$ cat src/rtl/tick_sequencer_pkg.sv
// Shared widths and state encoding for the tick sequencer and the counter/adder top level.
package tick_sequencer_pkg;

  localparam int unsigned DIV_W = 27;
  localparam int unsigned CNT_W = 8;

  localparam logic [1:0] ST_IDLE = 2'd0;
  localparam logic [1:0] ST_RUN  = 2'd1;
  localparam logic [1:0] ST_HOLD = 2'd2;
  localparam logic [1:0] ST_DONE = 2'd3;

  typedef enum logic [1:0] {
    IDLE = ST_IDLE,
    RUN  = ST_RUN,
    HOLD = ST_HOLD,
    DONE = ST_DONE
  } state_t;

endpackage

$ cat src/rtl/tick_sequencer_if.sv
// Control/status bundle between the run controller and the tick sequencer.
interface tick_sequencer_if;
  import tick_sequencer_pkg::*;

  logic             start;
  logic             stop;
  logic             pause;
  logic [DIV_W-1:0] div_val;
  logic [CNT_W-1:0] steps;
  logic             tick;
  logic [CNT_W-1:0] step_idx;
  logic             busy;
  logic             done;
  logic             aborted;

  modport master (
    output start, stop, pause, div_val, steps,
    input  tick, step_idx, busy, done, aborted
  );

  modport slave (
    input  start, stop, pause, div_val, steps,
    output tick, step_idx, busy, done, aborted
  );

endinterface

$ cat src/rtl/tick_prescaler.sv
// Synchronous 0..div_q counter; wrap flags the terminal count so the FSM can issue a tick.
module tick_prescaler
  import tick_sequencer_pkg::*;
(
  input  logic             clk,
  input  logic             rst,
  input  logic             en,
  input  logic             clr,
  input  logic [DIV_W-1:0] div_q,
  output logic             wrap
);

  logic [DIV_W-1:0] cnt;

  // Unqualified by en so the FSM can decide whether the wrap is taken this cycle.
  assign wrap = (cnt == div_q);

  always_ff @(posedge clk) begin
    if (rst || clr) begin
      cnt <= '0;
    end else if (en) begin
      cnt <= wrap ? '0 : cnt + DIV_W'(1);
    end
  end

endmodule

$ cat src/rtl/tick_sequencer.sv
// Single-clock sequencer: releases exactly 'steps' prescaled tick strobes, then reports done/aborted.
module tick_sequencer
  import tick_sequencer_pkg::*;
(
  input  logic            clk,
  input  logic            rst,
  tick_sequencer_if.slave bus
);

  state_t           state, state_n;
  logic [DIV_W-1:0] div_q;
  logic [CNT_W-1:0] steps_q;
  logic [CNT_W-1:0] idx_q, idx_n, idx_inc;
  logic             tick_q, tick_n;
  logic             done_q, done_n;
  logic             aborted_q, aborted_n;
  logic             busy_q;
  logic             latch, clr, en, wrap;

  tick_prescaler u_prescaler (
    .clk   (clk),
    .rst   (rst),
    .en    (en),
    .clr   (clr),
    .div_q (div_q),
    .wrap  (wrap)
  );

  assign idx_inc = idx_q + CNT_W'(1);

  // Next state and strobes; HOLD with pause released counts like RUN so no cycle is lost on resume.
  always_comb begin
    state_n   = state;
    idx_n     = idx_q;
    tick_n    = 1'b0;
    done_n    = 1'b0;
    aborted_n = 1'b0;
    latch     = 1'b0;
    clr       = 1'b0;
    en        = 1'b0;
    case (state)
      IDLE: begin
        if (bus.start) begin
          if (bus.steps != '0) begin
            latch   = 1'b1;
            clr     = 1'b1;
            idx_n   = '0;
            state_n = RUN;
          end else begin
            state_n = DONE;
          end
        end
      end
      RUN, HOLD: begin
        if (bus.stop) begin
          aborted_n = 1'b1;
          state_n   = IDLE;
        end else if (bus.pause) begin
          state_n = HOLD;
        end else begin
          en      = 1'b1;
          state_n = RUN;
          if (wrap) begin
            tick_n = 1'b1;
            idx_n  = idx_inc;
            if (idx_inc == steps_q) begin
              state_n = DONE;
            end
          end
        end
      end
      DONE: begin
        done_n  = 1'b1;
        state_n = IDLE;
      end
      default: state_n = IDLE;
    endcase
  end

  always_ff @(posedge clk) begin
    if (rst) begin
      state     <= IDLE;
      div_q     <= '0;
      steps_q   <= '0;
      idx_q     <= '0;
      tick_q    <= 1'b0;
      done_q    <= 1'b0;
      aborted_q <= 1'b0;
      busy_q    <= 1'b0;
    end else begin
      state     <= state_n;
      idx_q     <= idx_n;
      tick_q    <= tick_n;
      done_q    <= done_n;
      aborted_q <= aborted_n;
      busy_q    <= (state_n == RUN) || (state_n == HOLD);
      if (latch) begin
        div_q   <= bus.div_val;
        steps_q <= bus.steps;
      end
    end
  end

  assign bus.tick     = tick_q;
  assign bus.step_idx = idx_q;
  assign bus.busy     = busy_q;
  assign bus.done     = done_q;
  assign bus.aborted  = aborted_q;

endmodule

$ cat src/flat_wrapper.sv
// flat-port wrapper written by rule: the top's interface ports become plain ports
module tick_sequencer_flat import tick_sequencer_pkg::*;
  (clk, rst, bus_start, bus_stop, bus_pause, bus_div_val, bus_steps, bus_tick, bus_step_idx, bus_busy, bus_done, bus_aborted);
  tick_sequencer_if bus_i ();
  input  logic clk;
  input  logic rst;
  input wire logic [$bits(bus_i.start)-1:0] bus_start;
  input wire logic [$bits(bus_i.stop)-1:0] bus_stop;
  input wire logic [$bits(bus_i.pause)-1:0] bus_pause;
  input wire logic [$bits(bus_i.div_val)-1:0] bus_div_val;
  input wire logic [$bits(bus_i.steps)-1:0] bus_steps;
  output wire logic [$bits(bus_i.tick)-1:0] bus_tick;
  output wire logic [$bits(bus_i.step_idx)-1:0] bus_step_idx;
  output wire logic [$bits(bus_i.busy)-1:0] bus_busy;
  output wire logic [$bits(bus_i.done)-1:0] bus_done;
  output wire logic [$bits(bus_i.aborted)-1:0] bus_aborted;
  assign bus_i.start = bus_start;
  assign bus_i.stop = bus_stop;
  assign bus_i.pause = bus_pause;
  assign bus_i.div_val = bus_div_val;
  assign bus_i.steps = bus_steps;
  assign bus_tick = bus_i.tick;
  assign bus_step_idx = bus_i.step_idx;
  assign bus_busy = bus_i.busy;
  assign bus_done = bus_i.done;
  assign bus_aborted = bus_i.aborted;
  tick_sequencer u_core (.clk(clk), .rst(rst), .bus(bus_i));
endmodule
$ cat config.mk
export PLATFORM = sky130hd
export DESIGN_NAME = tick_sequencer_flat
export DESIGN_NICKNAME = d
export VERILOG_FILES = /design/src/rtl/tick_sequencer_pkg.sv /design/src/rtl/tick_sequencer_if.sv /design/src/rtl/tick_prescaler.sv /design/src/rtl/tick_sequencer.sv /design/src/flat_wrapper.sv
export SDC_FILE = /design/constraint.sdc
export NUM_CORES = 1
export LEC_CHECK = 0
export CORE_MARGIN = 5
export CORE_UTILIZATION = 50
export CTS_CLUSTER_DIAMETER = 120
export DETAILED_ROUTE_END_ITERATION = 8
export PLACE_DENSITY = 0.74
export SLEW_MARGIN = 0
export SYNTH_ARGS = -nofsm -noshare
export SYNTH_HDL_FRONTEND = slang
export SYNTH_SLANG_ARGS = --single-unit
$ cat constraint.sdc
create_clock -name clk -period 2.46 [get_ports clk]
set_clock_uncertainty 0.05 [all_clocks]
set_input_delay 0.369 -clock clk [delete_from_list [all_inputs] [get_ports clk]]
set_output_delay 0.369 -clock clk [all_outputs]
set_load 0.005 [all_outputs]
; After elaboration in Yosys (flattened, before gate mapping)
; Cells that the tools add are included.
[word_totals]
regBits = 76
input_bits = 40
out_inout_bits = 12
wordCells = 56
[op_classes]
addsub = 2
n_eq_ne = 12
n_mux = 23
bitwise_logic = 1
n_reduce_logical = 9
[ops]
columns = operator, n
row1 = $mux W8, 5
row2 = $add A27 B1 Y27 const B, 1
row3 = $eq A27 B27 Y1, 1
row4 = $mux W27, 1
row5 = $pmux W8 S2, 1
row6 = $mux W2, 6
row7 = $mux W1, 9
row8 = $add A8 B1 Y8 const B, 1
row9 = $eq A8 B8 Y1, 1
row10 = $ne A2 B2 Y1 const B, 4
row11 = $reduce_bool A8 Y1, 1
row12 = $eq A2 B2 Y1 const B, 3
row13 = $pmux W2 S3, 1
row14 = $reduce_and A6 Y1, 1
row15 = $eq A2 B1 Y1 const B, 2
row16 = $reduce_or A2 Y1, 2
row17 = $reduce_or A4 Y1, 1
row18 = $logic_not A2 Y1, 1
row19 = $logic_or A1 B1 Y1, 2
row20 = $ne A2 B1 Y1 const B, 1
row21 = $reduce_bool A2 Y1, 1
row22 = $not A1 Y1, 1

; Logic depth before layout (Yosys ltp)
; Gate-level depths: netlist of the first run.
[logic_depth]
ltp_word = 9
ltp_mapped = 9
depth_no_buf = 8

; Cells and area by module
; From an unflattened synthesis of the first run, not the netlist that was laid out.
[unflattened]
hier_cells = 442
hier_area_um2 = 3667.3
[by_module_without_submodules]
columns = module, instances, cells_each, area_each_um2, seq_area_each_um2
row1 = tick_sequencer, 1, 270, 2130.8, 980.9
row2 = tick_prescaler, 1, 172, 1536.5, 540.5

; Worst setup path after synthesis of the first run
; No wires, ideal clock.
[synth_path]
path_type = register to register
startpoint = register u_core.state[0]
endpoint = register u_core.idx_q[4] (netlist: u_core.bus.step_idx[4])
t_arrival_ps = 2116
slack_ps = 209
stages_incl_launch_ff = 9
synth_period_minus_slack_ps = 2251
path_cell_list = dfxtp_1 -> inv_1 -> ha_1 -> clkbuf_1 -> nor3b_2 -> nand3_2 -> or3_1 -> buf_6 -> o31ai_2
[synth_between]
elab_chain_cells = 4
[synth_rtl]
columns = item, line_no
row1 = from (decl), tick_sequencer.sv:10  ; state_t state, state_n;
row2 = from (signal assigned), tick_sequencer.sv:91  ; state <= state_n;
row3 = $eq A2 B1 Y1 / $eq A2 B2 Y1 (equally long branches), tick_sequencer.sv:41  ; case (state)
row4 = $reduce_or A2 Y1, tick_sequencer.sv:41
row5 = $ne A2 B2 Y1 (no line) / $reduce_bool A2 Y1 (equally long branches), --
row6 = $reduce_and A6 Y1 (no line), --
row7 = to (signal assigned), tick_sequencer.sv:92  ; idx_q <= idx_n;
row8 = to (decl), tick_sequencer.sv:13  ; logic [CNT_W-1:0] idx_q, idx_n, idx_inc;
; Several ways; a longest one is shown, not always the timed one.
; A chain may end at the register's enable or synchronous reset.

; Worst setup path after layout of the first run
[layout_path]
startpoint = register u_core.u_prescaler.cnt[24]
endpoint = register u_core.idx_q[5] (netlist: u_core.bus.step_idx[5])
[layout_between]
elab_chain_cells = 3
[layout_rtl]
columns = item, line_no
row1 = from (decl), tick_prescaler.sv:13  ; logic [DIV_W-1:0] cnt;
row2 = from (signal assigned), tick_prescaler.sv:22  ; cnt <= wrap ? '0 : cnt + DIV_W'(1);
row3 = $eq A27 B27 Y1, tick_prescaler.sv:16  ; assign wrap = (cnt == div_q);
row4 = $ne A2 B2 Y1 (no line), --
row5 = $reduce_and A6 Y1 (no line), --
; Every way passes these cells.

==> results of run 1 <==
## metrics by stage
step | hold WS [ps] | total power, mW | std cells | utilization [%]
floorplan | 397.8 | 1.552 | 446 | -
global placement | 408.9 | 1.715 | 599 | 61.24
detailed placement | 413.0 | 1.723 | 599 | 61.24
CTS | 423.2 | 2.748 | 614 | 64.21
global route | 440.2 | 2.846 | 614 | 64.34
finish | 419.6 | 2.730 | 614 | 64.34
## tightest hold or removal path, stage by stage, from the launching register on
cell and delay (ps):
dfxtp_1 320, nand2_1 50, a21oi_1 50
## registers in the layout, indices dropped and copies added, names as in the netlist
name,flops
u_core.bus.step_idx,8
u_core.div_q,27
u_core.bus.tick,1
u_core.bus.aborted,1
u_core.steps_q,8
u_core.state,2
u_core.bus.busy,1
u_core.u_prescaler.cnt,27
u_core.bus.done,1
## report_power, final
group	internal [mW]	switching (mW)
clock	0.594	0.442
combinational	0.186	0.194
sequential	1.28	0.0374
## placed cells by master, fill, tap and decap left out, types with 13 or more instances in the layout
cell	instances
clkdlybuf4s50_1	51
a21oi_1	38
nor2_1	38
nand4_1	15
xnor2_1	44
dfxtp_1	76
nand3_1	13
xor2_1	17
nand2_1	89
buf_4	23
## worst min path at each step
| stage | to | depth (start not counted) |
|---|---|---|
| global placement | u_core.div_q[22] | 2 |
| finish | u_core.div_q[12] | 2 |
| detailed placement | u_core.steps_q[0] | 2 |
| global route | u_core.steps_q[0] | 2 |
| floorplan | u_core.steps_q[3] | 2 |
| CTS | u_core.steps_q[0] | 2 |
## cells by family (layout without fill, tap and decap cells)
| family | Yosys count | in the layout | synth area share, % |
|---|---|---|---|
| mux | 3 | 3 | 0.8103 |
| fa+ha+maj | 6 | 6 | 1.958 |
| flops | 76 | 76 | 41.05 |
| xor+xnor | 61 | 61 | 14.42 |
| buf+inv | 32 | 101 | 3.579 |
| compound gates | 71 | 71 | 12.36 |
| simple gates | 197 | 197 | 25.83 |
## layout make-up
class | instances | share of cell area [%]
Multi-Input combinational cell | 338 | 44.18
Sequential cell | 76 | 32.60
Timing Repair Buffer | 75 | 15.07
Clock buffer | 11 | 3.029
Tap cell | 99 | 2.654
Clock inverter | 4 | 1.582
Inverter | 11 | 0.8847
## layer usage
metal	track usage (%)	up-vias	wire, um
li1	-	1638	-
met1	25.70	1471	4037
met2	33.06	66	4079
met3	5.473	10	389
met4	5.213	0	78
met5	0	-	0
==> impl_metrics.toml, run 1 <==
[worst_setup_path]
cpLargestDelayFamily = "simple AND/OR/NAND/NOR gates"
crit_fanout = 7
start_kind = "flop"
cpPeakStageDelay_ps = 540
crit_chain = "xnor2_1 > nand4_1 > nor3_1 > nand3_2 > or3_1 > o31ai_2"
reg2reg_slack_ps = 130
worstReg2RegStart = "u_core.u_prescaler.cnt[24]"
cp.required_ps = 2670
slowest_stage = "or3_1"
r2r_cells = 6
cp.depth = 6
cp_num_buf_inv = 0
arrival_ps = 2540
endpoint_kind = "flop"
endpoint = "u_core.bus.step_idx[5]"
crit_start = "u_core.u_prescaler.cnt[24]"
path_class = "reg2reg"
r2r_end = "u_core.bus.step_idx[5]"

[floorplanning]
start_util_pct = 51.10
ioPinCount = 52
die_width_um = 96.10
die_h_um = 96.10
rows = 31
core_um2 = 7253
die_area_um2 = 9234

[sta]
worst_slack_ps = 132.1
relSlewSlack_pct = 61.48
rsz0062_at_grt = "false"
setup-tns-final_ps = 0
max_freq_mhz = 429.6
min_period_ps = 2328
finalHoldViolations = 0
finalSetupViolCount = 0
fin_crit_sh_pct = 94.63
tightest_slew_ps = 577.8
drv_slew = 0

[synth]
syn_nets = 491
synth_top_area_share_pct = 41.05
synth.most_common_cell = "nand2_1"
synth.distinct_cells = 52
synthCells = 446
syn-cell-area_um2 = 3706
synth-edff-count = 0
synthArstFlopShare_pct = 0
synth_ff_type = "dfxtp_1"
synth_area_leaders = "dfxtp_1, xnor2_1, nand2_1"
syn_avg_cell_area_um2 = 8.310
yosys_register_bits = 76
synth_common_cells = "nand2_1, dfxtp_1, xnor2_1"
yosysWarnings = 0
yosysTopAreaCell = "dfxtp_1"
yosysSeqAreaShare_pct = 41.05

[cts]
clk-insertion-delay-late_ps = 350
path_clk_slew_ps = 80
clockBufferDepth = 2
cts_tree = "done"
cts.htree.levels = 3
cts-root-buf = "clkbuf_8"
ctsHoldBuffers = 0
cts.sinks = 76
cts_buffers = 9
post_cts_buffers = 0
cts-resized-gates = 0

[finish]
area_growth_pct = 25.93
fin_area_um2 = 4667
finalNetCount = 556
fillers = 620
insertedDiodeCount = 0
drive_above_1_share_pct = 10.10
final-seq-area_um2 = 1521
multi_input_area_um2 = 2062

[pwr]
power.leakage_nw = 1.630
ir_drop_mv = 0.3127
power_density_nw_per_um2 = 585.0

[grt]
grt_max_degree = 40
grt_pass1_vias = 3032
antenna_found_initial = 0
track_usage_pct = 20.02
overflow = 0
grt_pass1_wl_um = 14150

[route]
wl_per_cell_um = 13.98
vias = 3185
drt-total-wl_um = 8585
drt-pass1-iter-count = 4
drtIter0Drc = 137
viasPerCell = 5.187
antenna_left = 0
drc_errors = 0

[hold_path]
hold_start = "u_core.div_q[12]"
hold_path_class = "reg2reg"

[placement]
place_congestion = 0.8826
pre_cts_slack_ps = -44.32
numPortBuffers = 51
dp_hpwl_um = 6509
place_area_um2 = 4442

[flow_run]
maxCapViolations = 0

[status]
status = "completed"
Power figures use the tool's default switching activity.
==> run 2, diff against run 1 <==
--- a/config.mk
+++ b/config.mk
@@ -10,6 +10,7 @@
 export CTS_CLUSTER_DIAMETER = 120
 export DETAILED_ROUTE_END_ITERATION = 8
 export PLACE_DENSITY = 0.74
+export SKIP_CTS_REPAIR_TIMING = 1
 export SLEW_MARGIN = 0
 export SYNTH_ARGS = -nofsm -noshare
 export SYNTH_HDL_FRONTEND = slang
==> results of run 2 <==
Same layout as run 1: the final DEF is identical, and so are final timing and power.
==> run 3, diff against run 2 <==
--- a/config.mk
+++ b/config.mk
@@ -5,6 +5,7 @@
 export SDC_FILE = /design/constraint.sdc
 export NUM_CORES = 1
 export LEC_CHECK = 0
+export CORE_ASPECT_RATIO = 1.5
 export CORE_MARGIN = 5
 export CORE_UTILIZATION = 50
 export CTS_CLUSTER_DIAMETER = 120
==> run 3 against run 2 <==
Net effect:
- via count rose by 3.6%
- cell area grew 2.2%
- routed wire length up 8.0%
- largest cell class unchanged
- clock power up 13%
- largest power group unchanged
- count of clock-buffer cells in the layout is 1 higher
- global-route usage increased by 0.99 points
- power up 5.6%
==> impl_metrics.toml, run 3 (synthesis gave the netlist of run 1 again) <==
[route]
dr.max_layer_used = "met4"
drt-total-wl_um = 9274
drtIter0Drc = 114
wl_per_cell_um = 15.01
antenna_left = 0
route.met3.wl_um = 268
drt-pass1-iter-count = 4
wl_met1_um = 3550
viasPerCell = 5.341
drc_errors = 0
vias = 3301
wl_met2_um = 5017

[pwr]
total_power_mw = 2.883
power.leakage_nw = 1.678
ir_drop_mv = 0.6371
power_density_nw_per_um2 = 604.7

[sta]
finalSetupViolCount = 0
drv_slew = 0
max_freq_mhz = 441.6
min_period_ps = 2264
setup-tns-final_ps = 0
whs_ps = 421.7
fin_crit_sh_pct = 92.05
finalHoldViolations = 0
worst_slack_ps = 195.5
rsz0062_at_grt = "false"
relSlewSlack_pct = 65.03
tightest_slew_ps = 520.6

[flow_run]
maxCapViolations = 0

[grt]
overflow = 0
grt_max_degree = 40
grt_pass1_wl_um = 14840
track_usage_pct = 21.00
antenna_found_initial = 0
grt_pass1_vias = 3264

[finish]
finalNetCount = 558
final-seq-area_um2 = 1521
drive_above_1_share_pct = 11.00
postLayoutCoreUtil_pct = 65.98
fillers = 639
insertedDiodeCount = 0
layout_common_cells = "nand2_1, dfxtp_1, clkdlybuf4s50_1"
top_regs = "u_core.div_q (27), u_core.u_prescaler.cnt (27)"
multi_input_area_um2 = 2074
instances_no_fill = 618
fin_area_um2 = 4768
area_growth_pct = 28.66
final_common_cell = "nand2_1"

[floorplanning]
die_h_um = 115.4
rows = 38
core_um2 = 7227
die_area_um2 = 9270
start_util_pct = 51.28
ioPinCount = 52
die_width_um = 80.30

[worst_setup_path]
r2r_cells = 10
cp.required_ps = 2650
cpPeakStageDelay_ps = 360
start_kind = "flop"
crit_top_cell = "buf_4"
arrival_ps = 2460
crit_fanout = 4
endpoint_kind = "flop"
reg2reg_slack_ps = 200
slowest_stage = "dfxtp_1"
path_class = "reg2reg"
worstReg2RegStart = "u_core.state[0]"
r2r_end = "u_core.u_prescaler.cnt[26]"
crit_chain = "inv_1 > ha_1 > and4bb_1 > buf_4 > nand4_1 > nor4_1 > buf_4 > nand3_1 > xor2_1 > nor2_1"

[cts]
clk-insertion-delay-late_ps = 360
cts_buffers = 9
clockBufferDepth = 2
path_clk_slew_ps = 80
cts.htree.levels = 3
cts_tree = "done"
cts.sinks = 76
cts-root-buf = "clkbuf_8"

[placement]
pre_cts_slack_ps = 24.66
place_area_um2 = 4496
place_congestion = 0.9028
dp.cells = 602
numPortBuffers = 51
dp_hpwl_um = 6954

[hold_path]
hold_start = "u_core.div_q[12]"
hold_path_class = "reg2reg"
holdPathStages = 2
hold_path_end = "u_core.div_q[12]"

[status]
status = "completed"
run 3: report_power, final:
part / leakage (nW) / switching [mW] / internal, mW
registers: 0.618 / 0.0337 / 1.28
logic: 0.933 / 0.203 / 0.195
clock network: 0.127 / 0.446 / 0.728
run 3: layout make-up:
cell class                 instances  share of cell area (%)
tap                              100                   2.624
clock inverter                     4                   1.994
multi-input combinational        338                   43.51
timing repair buffer              77                   15.85
inverter                          11                  0.8659
sequential                        76                   31.91
clock buffer                      12                   3.254
run 3: worst max-delay path, delay by kind of cell, from the launching register on:
family,cells,cell delay [ps]
and+or+nand+nor,5,870
buffers and inverters,3,400
DFF,1,360
adders and majority gates,1,310
xor gates and xnor gates,1,150
run 3: how the worst max path moves through the flow:
stage                    start                          to  slack [ps]  depth (start not counted)
2_1_floorplan  u_core.state[0]      u_core.bus.step_idx[4]         210                          8
3_3_place_gp          bus_stop  u_core.u_prescaler.cnt[25]          40                          7
3_5_place_dp         bus_pause  u_core.u_prescaler.cnt[25]          20                          7
4_1_cts        u_core.state[0]             u_core.bus.busy         110                          9
5_1_grt        u_core.state[0]             u_core.bus.busy           1                         10
6_report       u_core.state[0]  u_core.u_prescaler.cnt[26]         200                         10
run 3: routing by layer:
| metal | vias to the layer above | global-route usage (%) |
|---|---|---|
| met5 | - | 0 |
| met4 | 0 | 12.85 |
| met3 | 26 | 4.899 |
| met2 | 66 | 38.55 |
| met1 | 1561 | 21.00 |
| li1 | 1648 | - |
